===== config.mk =====
export PLATFORM = sky130hd
export DESIGN_NAME = muldiv_sequencer
export DESIGN_NICKNAME = d
export VERILOG_FILES = /design/src/rtl/muldiv_sequencer.sv
export SDC_FILE = /design/constraint.sdc
export NUM_CORES = 1
export LEC_CHECK = 0
export ABC_AREA = 1
export CAP_MARGIN = 20
export CORE_MARGIN = 5
export CORE_UTILIZATION = 38
export CTS_CLUSTER_DIAMETER = 150
export DETAILED_ROUTE_END_ITERATION = 10
export PLACE_DENSITY = 0.61
export SLEW_MARGIN = 20
export SYNTH_ARGS = -nofsm -noshare
export SYNTH_HDL_FRONTEND = slang
export SYNTH_SLANG_ARGS = --single-unit

===== constraint.sdc =====
create_clock -name clk -period 5.1 [get_ports clk]
set_input_delay 1.53 -clock clk [delete_from_list [all_inputs] [get_ports clk]]
set_output_delay 1.53 -clock clk [all_outputs]
set_load 0.02 [all_outputs]

===== src/rtl/muldiv_sequencer.sv =====
// ---------------------------------------------------------------------------
// muldiv_sequencer
//
// Multi-cycle execution unit for the RV32M multiply/divide instructions in
// the EX stage. The control unit holds `start` while an M-extension
// instruction sits in EX and stalls the pipeline until `ready` rises.
//
// Internally the block works on operand magnitudes:
//   - multiply: radix-2 shift-add, one multiplier bit per cycle
//   - divide:   restoring division, one quotient bit per cycle
// A single FIX cycle then applies the sign corrections and selects the
// result half. Divide-by-zero and signed overflow bypass the datapath and
// complete in one cycle.
//
// Ports:
//   clk      in   clock, all state updates on the rising edge
//   rst      in   synchronous active-high reset
//   start    in   M-instruction present in EX (level)
//   funct3   in   operation select (MUL..REMU)
//   a, b     in   rs1 / rs2 operands, sampled only on launch
//   advance  in   EX moves to MEM this cycle; releases DONE
//   flush    in   EX instruction squashed; returns to IDLE from any state
//   ready    out  result valid (registered)
//   busy     out  operation in progress, CALC or FIX (registered)
//   result   out  registered result, held until the next load
// ---------------------------------------------------------------------------
module muldiv_sequencer #(
    parameter int BITS = 32
) (
    input  logic            clk,
    input  logic            rst,
    input  logic            start,
    input  logic [2:0]      funct3,
    input  logic [BITS-1:0] a,
    input  logic [BITS-1:0] b,
    input  logic            advance,
    input  logic            flush,
    output logic            ready,
    output logic            busy,
    output logic [BITS-1:0] result
);

    localparam int              CNT_W    = $clog2(BITS);
    localparam logic [CNT_W-1:0] CNT_LAST = CNT_W'(BITS - 1);
    localparam logic [BITS-1:0] MIN_NEG  = {1'b1, {(BITS-1){1'b0}}};
    localparam logic [BITS-1:0] ALL_ONES = {BITS{1'b1}};

    typedef enum logic [1:0] {
        S_IDLE,
        S_CALC,
        S_FIX,
        S_DONE
    } state_t;

    state_t              state_q, state_d;
    logic [2:0]          op_q, op_d;
    logic [CNT_W-1:0]    cnt_q, cnt_d;
    logic [2*BITS-1:0]   acc_q, acc_d;
    logic [BITS-1:0]     opnd_q, opnd_d;
    logic                neg_a_q, neg_a_d;
    logic                neg_b_q, neg_b_d;
    logic [BITS-1:0]     result_q, result_d;
    logic                ready_q, ready_d;
    logic                busy_q, busy_d;

    // Launch-time decode: signedness, magnitudes and the divide special cases.
    logic                is_div;
    logic                a_signed;
    logic                b_signed;
    logic                a_neg;
    logic                b_neg;
    logic [BITS-1:0]     a_mag;
    logic [BITS-1:0]     b_mag;
    logic                div_by_zero;
    logic                div_ovf;
    logic                is_special;
    logic [BITS-1:0]     special_result;

    always_comb begin
        is_div      = funct3[2];
        a_signed    = (funct3 != 3'b011) && (funct3 != 3'b101) && (funct3 != 3'b111);
        b_signed    = (funct3 == 3'b000) || (funct3 == 3'b001) ||
                      (funct3 == 3'b100) || (funct3 == 3'b110);
        a_neg       = a_signed && a[BITS-1];
        b_neg       = b_signed && b[BITS-1];
        a_mag       = a_neg ? -a : a;
        b_mag       = b_neg ? -b : b;
        div_by_zero = is_div && (b == '0);
        // Only the signed forms (funct3[0] = 0) can overflow.
        div_ovf     = is_div && !funct3[0] && (a == MIN_NEG) && (b == ALL_ONES);
        is_special  = div_by_zero || div_ovf;
        // funct3[1] separates remainder ops from quotient ops.
        if (div_by_zero) begin
            special_result = funct3[1] ? a : ALL_ONES;
        end else begin
            special_result = funct3[1] ? '0 : a;
        end
    end

    // One shift-add step: the multiplier sits in the low half of the
    // accumulator and is consumed LSB first while the partial product
    // grows into the high half; the carry is kept by the right shift.
    logic [BITS:0]       mul_addend;
    logic [BITS:0]       mul_sum;
    logic [2*BITS-1:0]   mul_next;

    always_comb begin
        mul_addend = acc_q[0] ? {1'b0, opnd_q} : '0;
        mul_sum    = {1'b0, acc_q[2*BITS-1:BITS]} + mul_addend;
        mul_next   = {mul_sum, acc_q[BITS-1:1]};
    end

    // One restoring-divide step on {rem, quot}. The shifted remainder needs
    // one extra bit because it can reach twice the divisor, and the
    // difference one more bit again to expose the borrow.
    logic [BITS:0]       rem_shift;
    logic [BITS+1:0]     div_diff;
    logic                div_borrow;
    logic [2*BITS-1:0]   div_next;

    always_comb begin
        rem_shift  = acc_q[2*BITS-1:BITS-1];
        div_diff   = {1'b0, rem_shift} - {2'b00, opnd_q};
        div_borrow = div_diff[BITS+1];
        if (div_borrow) begin
            div_next = {rem_shift[BITS-1:0], acc_q[BITS-2:0], 1'b0};
        end else begin
            div_next = {div_diff[BITS-1:0], acc_q[BITS-2:0], 1'b1};
        end
    end

    // Sign correction and result selection used in FIX. The sign flags are
    // only set for operands treated as signed, so a plain XOR covers the
    // product and quotient; the remainder follows the dividend.
    logic [2*BITS-1:0]   prod_fix;
    logic [BITS-1:0]     quot_fix;
    logic [BITS-1:0]     rem_fix;
    logic [BITS-1:0]     fix_result;

    always_comb begin
        prod_fix = (neg_a_q ^ neg_b_q) ? -acc_q : acc_q;
        quot_fix = (neg_a_q ^ neg_b_q) ? -acc_q[BITS-1:0] : acc_q[BITS-1:0];
        rem_fix  = neg_a_q ? -acc_q[2*BITS-1:BITS] : acc_q[2*BITS-1:BITS];
        case (op_q)
            3'b000:                 fix_result = prod_fix[BITS-1:0];
            3'b001, 3'b010, 3'b011: fix_result = prod_fix[2*BITS-1:BITS];
            3'b100, 3'b101:         fix_result = quot_fix;
            default:                fix_result = rem_fix;
        endcase
    end

    // State register and all datapath flops.
    always_ff @(posedge clk) begin
        if (rst) begin
            state_q  <= S_IDLE;
            op_q     <= '0;
            cnt_q    <= '0;
            acc_q    <= '0;
            opnd_q   <= '0;
            neg_a_q  <= 1'b0;
            neg_b_q  <= 1'b0;
            result_q <= '0;
            ready_q  <= 1'b0;
            busy_q   <= 1'b0;
        end else begin
            state_q  <= state_d;
            op_q     <= op_d;
            cnt_q    <= cnt_d;
            acc_q    <= acc_d;
            opnd_q   <= opnd_d;
            neg_a_q  <= neg_a_d;
            neg_b_q  <= neg_b_d;
            result_q <= result_d;
            ready_q  <= ready_d;
            busy_q   <= busy_d;
        end
    end

    // Next-state logic. flush overrides every other transition.
    always_comb begin
        state_d = state_q;
        case (state_q)
            S_IDLE: begin
                if (start) begin
                    state_d = is_special ? S_DONE : S_CALC;
                end
            end
            S_CALC: begin
                if (cnt_q == CNT_LAST) begin
                    state_d = S_FIX;
                end
            end
            S_FIX: begin
                state_d = S_DONE;
            end
            S_DONE: begin
                if (advance) begin
                    state_d = S_IDLE;
                end
            end
            default: begin
                state_d = S_IDLE;
            end
        endcase
        if (flush) begin
            state_d = S_IDLE;
        end
    end

    // Datapath and output next values. Nothing is loaded while flush is
    // high, so a squashed instruction never disturbs result. ready/busy are
    // decoded from the next state so they are registered in step with it.
    always_comb begin
        op_d     = op_q;
        cnt_d    = cnt_q;
        acc_d    = acc_q;
        opnd_d   = opnd_q;
        neg_a_d  = neg_a_q;
        neg_b_d  = neg_b_q;
        result_d = result_q;
        if (!flush) begin
            case (state_q)
                S_IDLE: begin
                    if (start) begin
                        op_d    = funct3;
                        neg_a_d = a_neg;
                        neg_b_d = b_neg;
                        cnt_d   = '0;
                        // Multiply: a is the multiplier, b the multiplicand.
                        // Divide: a is the dividend, b the divisor.
                        acc_d   = {{BITS{1'b0}}, a_mag};
                        opnd_d  = b_mag;
                        if (is_special) begin
                            result_d = special_result;
                        end
                    end
                end
                S_CALC: begin
                    acc_d = op_q[2] ? div_next : mul_next;
                    cnt_d = (cnt_q == CNT_LAST) ? '0 : cnt_q + CNT_W'(1);
                end
                S_FIX: begin
                    result_d = fix_result;
                end
                default: begin
                end
            endcase
        end
        ready_d = (state_d == S_DONE);
        busy_d  = (state_d == S_CALC) || (state_d == S_FIX);
    end

    assign ready  = ready_q;
    assign busy   = busy_q;
    assign result = result_q;

endmodule


==> flow_summary_export.csv <==
group,metric,value,unit
pwr,swShare,40.8,%
cells_and_area,multiInputGateArea,0.0123,sq mm
timing,hold_viol_final,0,
pwr,power_frac_seq,31.9,%
floorplan,die_height,224,um
setup_path,required,5.48,ns
cts,postCtsSetupRepairBufs,0,
pwr,leakage,0.00956,uW
pwr,powerDensity,202,mW/mm^2
setup_path,end_kind,"flop",
setup_path,critPathLaunch,"b[16]",
route,vias_per_cell,5.45,
yosys,synth_cell_types,57,
cells_and_area,nets,3423,
worst_hold_path,hold_path_class,"reg -> reg",
cells_and_area,final_common_cell,"nand2_1",
floorplan,dieArea,0.0502,sq mm
route,wirelength,71.4,mm
setup_path,crit_top_cell,"nand3_2",
setup_path,worst-path-buf-inv,2,
pwr,irDropWorstVdd,0.253,mV
flow_run,maxCapViolCount,0,
setup_path,path_class,"in -> reg",
timing,setup_viol,0,
pwr,pwr-share-clk,32.5,%
route,drtPass1Iterations,6,
pwr,pwr-share-comb,35.6,%
cells_and_area,final_cell_mix,"nand2_1 (903), inv_1 (456), nor2_1 (358)",
timing,fin_skew,0.00919,ns
setup_path,worst_setup_path_start_kind,"input port",
timing,final.min_clock_period,3.98,ns
cts,clkTransAtPathRegs,0.06,ns
cts,clock_latency,0.45,ns
timing,fin_tns_setup,0,ns
timing,tightestPinTransition,1.01,ns
yosys,synth-seq-cells,142,
timing,fmax,0.251,GHz
grt,grt_max_degree,73,
setup_path,cp_cell_sequence,"clkdlybuf4s50_1, nor2_1, nand2_1, nor2_2, nand4_2, nor2_4, nand2_4, nand3_2, nand3_2, inv_2, o21ai_0, a21oi_1",
setup_path,slowest_stage,"clkdlybuf4s50_1",
cells_and_area,drive_above_1_share,4.20,%
yosys,synth_flop_cell,"dfxtp_1",
placed_design,gp_congestion,1.01,
setup_path,crit_fanout,34,
timing,rsz0062_at_grt,"false",
floorplan,initial_core_util,38.4,%
grt,grt_use_total,27.3,%
grt,grt-ovfl-total,0,
placed_design,hpwl,55.8,mm
status,outcome,"complete, no violations",
setup_path,critical_path_arrival,4.35,ns
yosys,synth.avg_cell_area,5.35,sq um
cts,cts_hold_buf,0,
pwr,finalPower,3920,uW
floorplan,core,0.0453,sq mm
pwr,internal-power,2320,uW
floorplan,die_w,224,um
placed_design,port_buffers,105,
yosys,yosysWarningCount,0,
route,wl_per_cell,18.4,um
pwr,p_switching,1600,uW
cts,post_cts_resized,0,
setup_path,slowest_delay,0.53,ns
cells_and_area,areaGrowthSynthToFinish,11.7,%
worst_hold_path,worstHoldStart,"result[5]$_SDFFE_PP0P_",
cts,cts.sinks,142,
yosys,synthArstFlopShare,0,%
setup_path,crit_family,"simple AND/OR/NAND/NOR gates",
cts,cts_tree,"built",
timing,whs,0.470,ns
yosys,synthCells,3252,
timing,maxSlewViolCount,0,
grt,first_global_vias,18637,
grt,antenna_found_initial,2,
cts,cts_root_buf,"clkbuf_16",
yosys,synth-seq-area-share,16.3,%
route,drc_errors,0,
timing,slew_headroom,32.3,%
yosys,syn_nets,3398,
setup_path,r2r_start,"acc_q[0]$_SDFFE_PP0P_",
grt,grt_pass1_wl,108,mm
cells_and_area,ff_latch_area,0.00284,sq mm
yosys,syn_area,0.0174,sq mm
cts,htree_num_levels,4,
floorplan,io_pins,106,
cells_and_area,fillers,5102,
route,drtIter0Drc,2470,
route,antenna_violating_nets_post_route,0,
cts,cts_buffers,17,
yosys,synth-edff-count,0,
floorplan,rows,78,
cts,cts_buffer_depth,2,
route,num_vias,21192,
timing,finalCritPeriodShare,78.0,%
[synth_stat cells (8+ instances only)]
cell | instances | area (sq um)
a21oi_1 | 278 | 1390
a31oi_1 | 35 | 219
buf_1 | 11 | 41.3
buf_2 | 28 | 140
clkbuf_1 | 76 | 285
dfxtp_1 | 142 | 2840
ha_1 | 72 | 901
inv_1 | 457 | 1720
inv_2 | 12 | 45.0
nand2_1 | 903 | 3390
nand2_2 | 10 | 62.6
nand3_1 | 343 | 1720
nand4_1 | 45 | 282
nor2_1 | 361 | 1360
nor2_2 | 16 | 100
nor2_4 | 9 | 101
nor3_1 | 32 | 160
o211ai_1 | 15 | 113
o21ai_0 | 267 | 1340
o21ai_1 | 8 | 40.0
o21bai_1 | 12 | 90.1
or2_2 | 8 | 50.1
xor2_1 | 36 | 315
[routing by layer]
metal | GRT usage (%) | part of all wire [%] | vias to the layer above
met3 | 6.20 | 11 | 101
met4 | 7.21 | 2.6 | 4
met5 | 0 | 0.029 | -
met1 | 41.2 | 46 | 9465
li1 | - | - | 10599
met2 | 38.9 | 40 | 1023
[worst paths after layout]
kind	cells after the start	to	slack [ns]
min reg2reg	2	result[5]$_SDFFE_PP0P_	0.47
min	2	result[5]$_SDFFE_PP0P_	0.47
max	12	result[21]$_SDFFE_PP0P_	1.12
max reg2reg	17	acc_q[57]$_SDFFE_PP0P_	1.58
[logic make-up after synthesis]
group / synth area share, %
AND/OR/NAND/NOR: 43.1
AO/OA/AOI/OAI: 19.7
buffers and inverters: 13.3
flip-flops: 16.3
adder cells (fa/ha/maj): 5.41
XOR/XNOR: 2.17
[stage by stage]
step / instances / util [%] / setup WS [ns] / instance area, sq um
detailed placement: 3858 / 41.6 / 0.697 / 18800
global route: 3889 / 42.9 / 0.911 / 19400
CTS: 3889 / 42.9 / 1.16 / 19400
floorplan: 3252 / - / 2.02 / 17400
global placement: 3858 / 41.6 / 0.748 / 18800
finish: 3890 / 42.9 / 1.12 / 19400
[state kept, by name, summed over array words and instances (netlist names)]
register and cells:
op_q 3, neg_a_q 1, cnt_q 5, opnd_q 32
acc_q 64, ready 1, busy 1, result 32
state_q 2, neg_b_q 1
[worst register-to-register path: cells and delay by family, from the launching register on]
family,cells,cell delay (ns)
adders and majority gates,1,0.46
and+or+nand+nor,12,1.40
buffers and inverters,3,0.60
AOI/OAI and AO/OA,1,0.06
DFF,1,0.83
[cell type report]
class                           instances  area share [%]
Antenna cell                            1          0.0129
Clock buffer                           18            2.26
Clock inverter                         13           0.721
Inverter                              470            9.09
Multi-Input combinational cell       2517            63.1
Sequential cell                       142            14.6
Tap cell                              600            3.86
Timing Repair Buffer                  129            6.31
[power groups by stage]
stage / sequential (uW) / combinational [uW] / clock (uW)
floorplan: 1230 / 941 / 0
global placement: 1270 / 1360 / 0
detailed placement: 1270 / 1360 / 0
CTS: 1250 / 1360 / 1280
global route: 1260 / 1540 / 1330
finish: 1250 / 1400 / 1270
No activity file was read; power rests on OpenSTA's default activity.
